## config.mk

```make
export PLATFORM = sky130hd
export DESIGN_NAME = tlb_op_ctrl
export DESIGN_NICKNAME = d
export VERILOG_FILES = /design/src/rtl/tlb_pkg.sv /design/src/rtl/tlb_random_cnt.sv /design/src/rtl/tlb_op_ctrl.sv
export SDC_FILE = /design/constraint.sdc
export NUM_CORES = 1
export LEC_CHECK = 0
export BUFFER_PORTS_ARGS = -buffer_cell sky130_fd_sc_hd__clkbuf_2
export CAP_MARGIN = 20
export CORE_AREA = 5 5 165 167
export DETAILED_ROUTE_END_ITERATION = 12
export DIE_AREA = 0 0 170 172
export GPL_TIMING_DRIVEN = 0
export SLEW_MARGIN = 20
export SYNTH_ARGS = -nofsm -noshare
export SYNTH_HDL_FRONTEND = slang
export SYNTH_SLANG_ARGS = --single-unit
```

## constraint.sdc

```tcl
create_clock -name clk -period 2.4 [get_ports clk]
set_input_delay 0.36 -clock clk [delete_from_list [all_inputs] [get_ports clk]]
set_output_delay 0.36 -clock clk [all_outputs]
set_load 0.02 [all_outputs]
```

## src/rtl/tlb_pkg.sv

```systemverilog
// Shared TLB definitions: op encodings, geometry and the op-controller state type.
package tlb_pkg;

  localparam int TLBNUM = 32;
  localparam int IDXW   = 5;

  localparam logic [2:0] NONE  = 3'd0;
  localparam logic [2:0] TLBP  = 3'd1;
  localparam logic [2:0] TLBR  = 3'd2;
  localparam logic [2:0] TLBWI = 3'd3;
  localparam logic [2:0] TLBWR = 3'd4;

  typedef enum logic [1:0] {
    IDLE,
    ISSUE,
    CAPTURE,
    REFETCH
  } ctrl_state_t;

  // Encodings outside the four real ops behave exactly like NONE.
  function automatic logic is_tlb_op(input logic [2:0] op);
    return (op == TLBP) || (op == TLBR) || (op == TLBWI) || (op == TLBWR);
  endfunction

  function automatic logic is_tlb_write(input logic [2:0] op);
    return (op == TLBWI) || (op == TLBWR);
  endfunction

endpackage

```

## src/rtl/tlb_random_cnt.sv

```systemverilog
// CP0 Random counter: counts down from TLBNUM-1 to Wired, then wraps back to TLBNUM-1.
module tlb_random_cnt
  import tlb_pkg::*;
(
  input  logic            clk,
  input  logic            resetn,
  input  logic            freeze,
  input  logic [IDXW-1:0] wired,
  input  logic            wired_we,
  output logic [IDXW-1:0] random
);

  localparam logic [IDXW-1:0] RAND_MAX = IDXW'(TLBNUM - 1);

  logic [IDXW-1:0] r_random;

  // A Wired write restarts the range even while an op holds the counter frozen.
  always_ff @(posedge clk or negedge resetn) begin
    if (!resetn) begin
      r_random <= RAND_MAX;
    end else if (wired_we) begin
      r_random <= RAND_MAX;
    end else if (!freeze) begin
      r_random <= (r_random <= wired) ? RAND_MAX : r_random - IDXW'(1);
    end
  end

  assign random = r_random;

endmodule

```

## src/rtl/tlb_op_ctrl.sv

```systemverilog
// Sequences TLBP/TLBR/TLBWI/TLBWR from MEM onto the TLB, stalling the pipeline
// and turning TLB results into CP0 write strobes or a refetch request.
module tlb_op_ctrl
  import tlb_pkg::*;
(
  input  logic            clk,
  input  logic            resetn,
  input  logic            req_valid,
  input  logic [2:0]      req_op,
  output logic            req_ready,
  input  logic            ex_flush_i,
  output logic            stall_o,
  output logic            refetch_o,
  input  logic [31:0]     cp0_index_i,
  input  logic [IDXW-1:0] cp0_wired_i,
  input  logic            cp0_wired_we,
  output logic [2:0]      tlb_typeM,
  output logic [31:0]     tlb_index_o,
  output logic [31:0]     tlb_random_o,
  input  logic [31:0]     tlb_index_i,
  input  logic [31:0]     tlb_entryhi_i,
  input  logic [31:0]     tlb_pagemask_i,
  input  logic [31:0]     tlb_entrylo0_i,
  input  logic [31:0]     tlb_entrylo1_i,
  output logic            cp0_index_we,
  output logic            cp0_tlbr_we,
  output logic [31:0]     cp0_wdata_index,
  output logic [31:0]     cp0_wdata_hi,
  output logic [31:0]     cp0_wdata_pm,
  output logic [31:0]     cp0_wdata_lo0,
  output logic [31:0]     cp0_wdata_lo1
);

  ctrl_state_t     r_state;
  ctrl_state_t     w_next;
  logic [2:0]      r_op;
  logic [IDXW-1:0] r_index;
  logic [31:0]     r_wdata_index;
  logic [31:0]     r_wdata_hi;
  logic [31:0]     r_wdata_pm;
  logic [31:0]     r_wdata_lo0;
  logic [31:0]     r_wdata_lo1;
  logic [IDXW-1:0] w_random;
  logic            w_accept;
  logic            w_freeze;
  logic            w_unused;

  assign w_unused = ^cp0_index_i[31:IDXW];

  assign w_accept = resetn && (r_state == IDLE) && req_valid && is_tlb_op(req_op) && !ex_flush_i;
  // Random must not move between accept and the write commit so TLBWR uses the value seen at accept.
  assign w_freeze = w_accept || (r_state == ISSUE);

  always_comb begin
    w_next = r_state;
    case (r_state)
      IDLE:    if (w_accept) w_next = ISSUE;
      ISSUE:   w_next = is_tlb_write(r_op) ? REFETCH : CAPTURE;
      CAPTURE: w_next = IDLE;
      REFETCH: w_next = IDLE;
      default: w_next = IDLE;
    endcase
  end

  always_ff @(posedge clk or negedge resetn) begin
    if (!resetn) begin
      r_state       <= IDLE;
      r_op          <= NONE;
      r_index       <= '0;
      r_wdata_index <= '0;
      r_wdata_hi    <= '0;
      r_wdata_pm    <= '0;
      r_wdata_lo0   <= '0;
      r_wdata_lo1   <= '0;
    end else begin
      r_state <= w_next;
      if (w_accept) begin
        r_op    <= req_op;
        r_index <= cp0_index_i[IDXW-1:0];
      end
      if ((r_state == ISSUE) && (r_op == TLBP)) begin
        r_wdata_index <= tlb_index_i;
      end
      if ((r_state == ISSUE) && (r_op == TLBR)) begin
        r_wdata_hi  <= tlb_entryhi_i;
        r_wdata_pm  <= tlb_pagemask_i;
        r_wdata_lo0 <= tlb_entrylo0_i;
        r_wdata_lo1 <= tlb_entrylo1_i;
      end
    end
  end

  tlb_random_cnt u_random (
    .clk      (clk),
    .resetn   (resetn),
    .freeze   (w_freeze),
    .wired    (cp0_wired_i),
    .wired_we (cp0_wired_we),
    .random   (w_random)
  );

  assign req_ready       = w_accept;
  assign stall_o         = w_accept || (r_state != IDLE);
  assign refetch_o       = (r_state == REFETCH);
  assign tlb_typeM       = (r_state == ISSUE) ? r_op : NONE;
  assign tlb_index_o     = {{(32-IDXW){1'b0}}, r_index};
  assign tlb_random_o    = {{(32-IDXW){1'b0}}, w_random};
  assign cp0_index_we    = (r_state == CAPTURE) && (r_op == TLBP);
  assign cp0_tlbr_we     = (r_state == CAPTURE) && (r_op == TLBR);
  assign cp0_wdata_index = r_wdata_index;
  assign cp0_wdata_hi    = r_wdata_hi;
  assign cp0_wdata_pm    = r_wdata_pm;
  assign cp0_wdata_lo0   = r_wdata_lo0;
  assign cp0_wdata_lo1   = r_wdata_lo1;

endmodule

```

* Word level (Yosys, flattened, before mapping)
Index checks and enable logic that the tools add are counted.
** Cells by class
- $add $sub $neg :: 1
- Magnitude comparators :: 1
- Equality and inequality tests :: 13
- Mux-type cells :: 7
- Reduce and logical (&&, ||, !) cells :: 18
** Operators by type and width (count)
- $mux 5 :: 3
- $eq 3x2->1 const B :: 4
- $logic_and 1x1->1 :: 8
- $eq 3x1->1 const B :: 2
- $eq 3x3->1 const B :: 2
- $logic_or 1x1->1 :: 6
- $pmux 2 s3 :: 1
- $le 5x5->1 :: 1
- $sub 5x1->5 const B :: 1
- $eq 2x2->1 const B :: 2
- $ne 2x2->1 const B :: 2
- $mux 3 :: 1
- $eq 2x1->1 const B :: 1
- $logic_not 2->1 :: 1
- $mux 2 :: 1
- $reduce_bool 2->1 :: 1
- $reduce_or 2->1 :: 1
- $logic_not 1->1 :: 1
- $mux 1 :: 1
** Word-level totals
- Register bits after elaboration :: 175
- Bits of input ports :: 205
- Output and inout port bits :: 232
- Logic and storage cells :: 49

* Longest topological paths before layout
- Word-level depth :: 9
- Depth in mapped cells :: 7
- Mapped depth without buffers :: 7

* By module
A second synthesis with hierarchy kept.
** Unflattened totals
- Cells, all modules :: 478
- Area, all modules :: 7728.7 µm²
** Modules (own cells, without submodules)
- tlb_op_ctrl :: times used 1, cells an instance 437, area an instance 7350.8 µm², sequential area each 4254.1 µm²
- tlb_random_cnt :: times used 1, cells an instance 41, area an instance 377.9 µm², sequential area each 131.4 µm²

* Worst setup path before layout
Ideal clock, no wire load.
- Path kind :: reg-to-reg
- Start point :: reg u_random.r_random[4] (netlist: u_random.random[4])
- End point :: reg u_random.r_random[2] (netlist: u_random.random[2])
- Arrival time :: 1.810 ns
- Setup slack :: 0.495 ns
- Cell stages (with the launch flop) :: 7
- Path through :: dfstp_2 -> ha_1 -> and3_1 -> o21a_1 -> o21ai_2 -> and2b_1 -> a311oi_1
** On the way
- Longest elaborated chain between the ends :: 4
** RTL lines
- start: declaration :: RTL line tlb_random_cnt.sv:15 : logic [IDXW-1:0] r_random;
- start signal: assignment :: RTL line tlb_random_cnt.sv:24 : r_random <= (r_random <= wired) ? RAND_MAX : r_random - IDXW'(1);
- $le 5x5->1 :: RTL line tlb_random_cnt.sv:24
- $mux 5 :: RTL line tlb_random_cnt.sv:24
- $mux 5 :: RTL line tlb_random_cnt.sv:23 : end else if (!freeze) begin
- $mux 5 :: RTL line tlb_random_cnt.sv:21 : end else if (wired_we) begin
No other way between the ends. The select of a mux whose other input is x is not followed.
A chain may end at the register's enable or synchronous reset.

* Worst setup path in the final report
- Start point :: reg r_state[1]
- End point :: out stall_o
** On the way
- Longest elaborated chain between the ends :: 6
** RTL lines
- start: declaration :: RTL line tlb_op_ctrl.sv:34 : ctrl_state_t r_state;
- start signal: assignment :: RTL line tlb_op_ctrl.sv:76 : r_state <= w_next;
- $logic_not 2->1 :: RTL line tlb_op_ctrl.sv:50 : assign w_accept = resetn && (r_state == IDLE) && req_valid && is_tlb_op(req_op) && !ex_flush_i;
- $logic_and 1x1->1 (4 in a row) :: RTL line tlb_op_ctrl.sv:50
- $logic_or 1x1->1 * :: RTL line tlb_op_ctrl.sv:103 : assign stall_o = w_accept || (r_state != IDLE);
- end: declaration :: RTL line tlb_op_ctrl.sv:12 : output logic stall_o,
Every way passes the cells marked *; elsewhere a longest branch is shown, timed or not.

==> metrics.md <==
| Metric | Value |
|---|---|
| Crit path top cell by count | clkbuf_2 |
| Worst Setup End Kind | output port |
| DP HPWL | approximately 16 mm |
| Worst-margin pin slew | 0.525 ns |
| Total power | between 0.01 and 0.015 W |
| Reg clk slew, reported paths | approximately 0.08 ns |
| Top_reg_cell synth | dfrtp_1 |
| Avg WL per Cell | between 15 and 20 um |
| Critical-path cell list | clkbuf_2 > nor3_2 > nand2_2 > inv_1 > or3_1 > clkbuf_2 |
| Starting density of the core | between 30 and 40% |
| Setup TNS | 0 ns |
| Setup-failing EPs final | 0 |
| CTS Buf Count | 17 |
| Net Sw Power | roughly 0.0050 W |
| Fin crit share | between 80 and 90% |
| Register area share after synthesis | 56.9% |
| Status | finished, final reports clean |
| R2R setup slack | 0.43 ns |
| Area of the multi-input gates | 0.00292 sq mm |
| WP data arrival | about 1.8 ns |
| Clock Latency Late Sink | around 0.42 ns |
| Worst Path Buf+Inv | 3 |
| Initial antenna violation count | 0 |
| Sequential share of power | about 38% |
| Yosys cell types | 37 |
| Avg Vias per Cell | approximately 4 |
| ANT nets after route | 0 |
| Gpl congestion | approximately 0.74 |
| Congestion Overflow GR | 0 |
| Final worst slack | between 0.2 and 0.25 ns |
| Fillers | 2448 |
| Min-Delay Path Class | in -> async |
| First-pass GRT wire length | between 30 and 40 mm |
| Routed wire length | between 20 and 25 mm |
| Postcts setup bufs | 0 |
| Critical path class | reg -> out |
| CP Max Fanout | 9 |
| Hold Worst Slack | approximately 0.058 ns |
| DRC viols | 0 |
| Critical path's largest stage delay | between 0.3 and 0.4 ns |
| Max Fclk | between 0.4 and 0.5 GHz |
| Number of port buffers | 355 |
| Clock sink count | approximately 180 |
| Pleak | between 5 and 6 nW |
| Rel. slew slack | 65.0% |
| Cells after synthesis | between 400 and 500 |
| Placeable core area | roughly 0.026 sq mm |
| Switching Share | between 30% and 40% |
| Async SR Flop Fraction | between 90% and 100% |
| Ports | between 400 and 500 |
| CP Launch Type | register |
| CP max-delay cell | dfrtp_1 |
| Path depth of the worst reg2reg path | 6 |
| EDFF count, synth | 0 |
| GRT Resource Usage Total | 13.3% |
| Max-cap violation count | 0 |
| Antenna cells | 0 |
| CTS tree | done |
| Internal power | ~0.0084 W |
| Largest net degree at the start of global routing | 70 |
| Power per cell area | approximately 1200 mW/mm^2 |
| DIE AREA | between 0.02 and 0.03 sq mm |
| H-tree levels | 4 |
| Bufs on Longest Clock Path | 2 |
| CTS root buf | clkbuf_16 |
| Synthesized area | just under 0.008 sq mm |
| Max-slew violation count | 0 |
| R2r endpoint | u_random.random[2]$_DFFE_PN1P_ |
| Layout cells sized above 1 | between 60% and 70% |
| Clock share of power | about a fifth |
| Vias in the first global route | 5373 |
| #FFs+latches synth | 175 |
| Min cycle time layout | ~2.2 ns |
| Pre-antenna DRT Iters | 4 |
| Combinational power share | roughly two fifths |
| Area occupied by registers | 0.00439 sq mm |
| RR Startpoint | u_random.random[4]$_DFFE_PN1P_ |
| DP Worst Slack | -0.162 ns |
| Final hold vios | 0 |
| Yosys warns | 0 |
| Die Height | ~170 um |
| P&R area growth vs syn | 40.4% |
| Max VDD drop | between 0.5 and 0.6 mV |
| Chip width | between 150 and 200 um |
| Final #Nets | 1124 |
| Initial DRC count | 165 |
| Syn avg cell area | 16.1 sq um |
| Via total after detailed routing | 5118 |
| RSZ-0062 raised after global routing | no |
| Required time worst endpoint | slightly above 2 ns |
| Top delay family on crit path | simple AND/OR/NAND/NOR gates |
| Worst clock skew | around 0.013 ns |
| Commonest non-fill, non-tap cell in the layout | clkbuf_2 |
| Row count | 59 |
| Commonest non-fill, non-tap cells in the layout | clkbuf_2, dfrtp_1, mux2_4, buf_4, conb_1 |
[area by class of cell]
cell class	instances	area share (%)
flip-flops and latches	175	40.5
multi-input cells	279	27.0
repair buffers	361	17.6
plain buffers	72	5.39
clock buffers	19	4.09
well taps	335	3.87
clock inverters	13	1.31
inverters	7	0.243
[metrics by stage]
stage	std cells	utilization, %	cell area [sq um]
5_1_grt	1261	42.3	10800
3_5_place_dp	1225	39.7	10200
2_1_floorplan	533	-	7910
6_report	1261	42.3	10800
3_3_place_gp	1223	39.4	10100
4_1_cts	1261	42.3	10800
[metal layers]
metal | wire length [um] | vias up | GRT usage (%) | share of wire, %
li1 | - | 2420 | - | -
met1 | 8240 | 2473 | 16.3 | 40
met5 | 0 | - | 0 | 0
met3 | 1560 | 21 | 4.21 | 7.6
met2 | 10300 | 204 | 22.6 | 50
met4 | 375 | 0 | 3.96 | 1.8
[what timing repair did]
| action | CTS | global route |
|---|---|---|
| hold endpoints to repair | 24 | 0 |
| hold buffers | 3 | 0 |
| setup endpoints to repair | 2 | 1 |
| cloned | 1 | 0 |
| gates resized for setup | 0 | 1 |
[logic make-up (layout without fill, tap and decap cells)]
kind of cell	Yosys count	count (layout)	synth area share (%)
xor+xnor	1	1	0.114
buf+inv	79	472	7.90
mux	167	167	29.9
simple gates	35	35	2.86
flops	175	175	56.9
other cells	1	54	0.0486
fa+ha+maj	6	6	0.974
compound gates	16	16	1.28
[state kept, by name, indices dropped and copies added (netlist names)]
signal / count
cp0_wdata_hi: 32
cp0_wdata_index: 32
cp0_wdata_lo0: 32
cp0_wdata_lo1: 32
cp0_wdata_pm: 32
r_index: 5
u_random.random: 5
r_op: 3
r_state: 2
[power groups by stage]
stage	clock, W	combinational [W]	sequential [W]
after floorplan	0	0.00193	0.00666
after global placement	0	0.00554	0.00503
after detailed placement	0	0.00560	0.00507
after CTS	0.00292	0.00563	0.00504
after global routing	0.00305	0.00585	0.00521
final	0.00281	0.00553	0.00504
[synthesized netlist by cell type (2+ instances only)]
library cell / count / area share [%]
a21oi_1: 6 / 0.39
a31oi_1: 3 / 0.24
and2_1: 4 / 0.32
and3b_1: 3 / 0.34
buf_2: 3 / 0.19
buf_4: 54 / 5.3
buf_6: 14 / 2.0
dfrtp_1: 170 / 55
dfstp_2: 5 / 1.7
ha_1: 6 / 0.97
inv_1: 7 / 0.34
mux2_2: 53 / 7.7
mux2_4: 114 / 22
nand2_1: 2 / 0.097
nand2_2: 2 / 0.16
nor2_1: 6 / 0.29
nor3_1: 4 / 0.26
nor3b_1: 3 / 0.29
o22ai_1: 2 / 0.16
or2_2: 2 / 0.16
[worst max-delay path by stage]
stage,endpoint,from,slack (ns),cells past startpoint
final,stall_o,r_state[1]$_DFFE_PN0P_,0.25,6
after global routing,stall_o,r_state[1]$_DFFE_PN0P_,0.10,6
after CTS,stall_o,r_state[1]$_DFFE_PN0P_,0.07,6
after floorplan,u_random.random[2]$_DFFE_PN1P_,u_random.random[4]$_DFFE_PN1P_,0.50,6
after global placement,stall_o,resetn,-3.25,7
after detailed placement,stall_o,resetn,-0.16,8
Power figures use the tool's default switching activity.
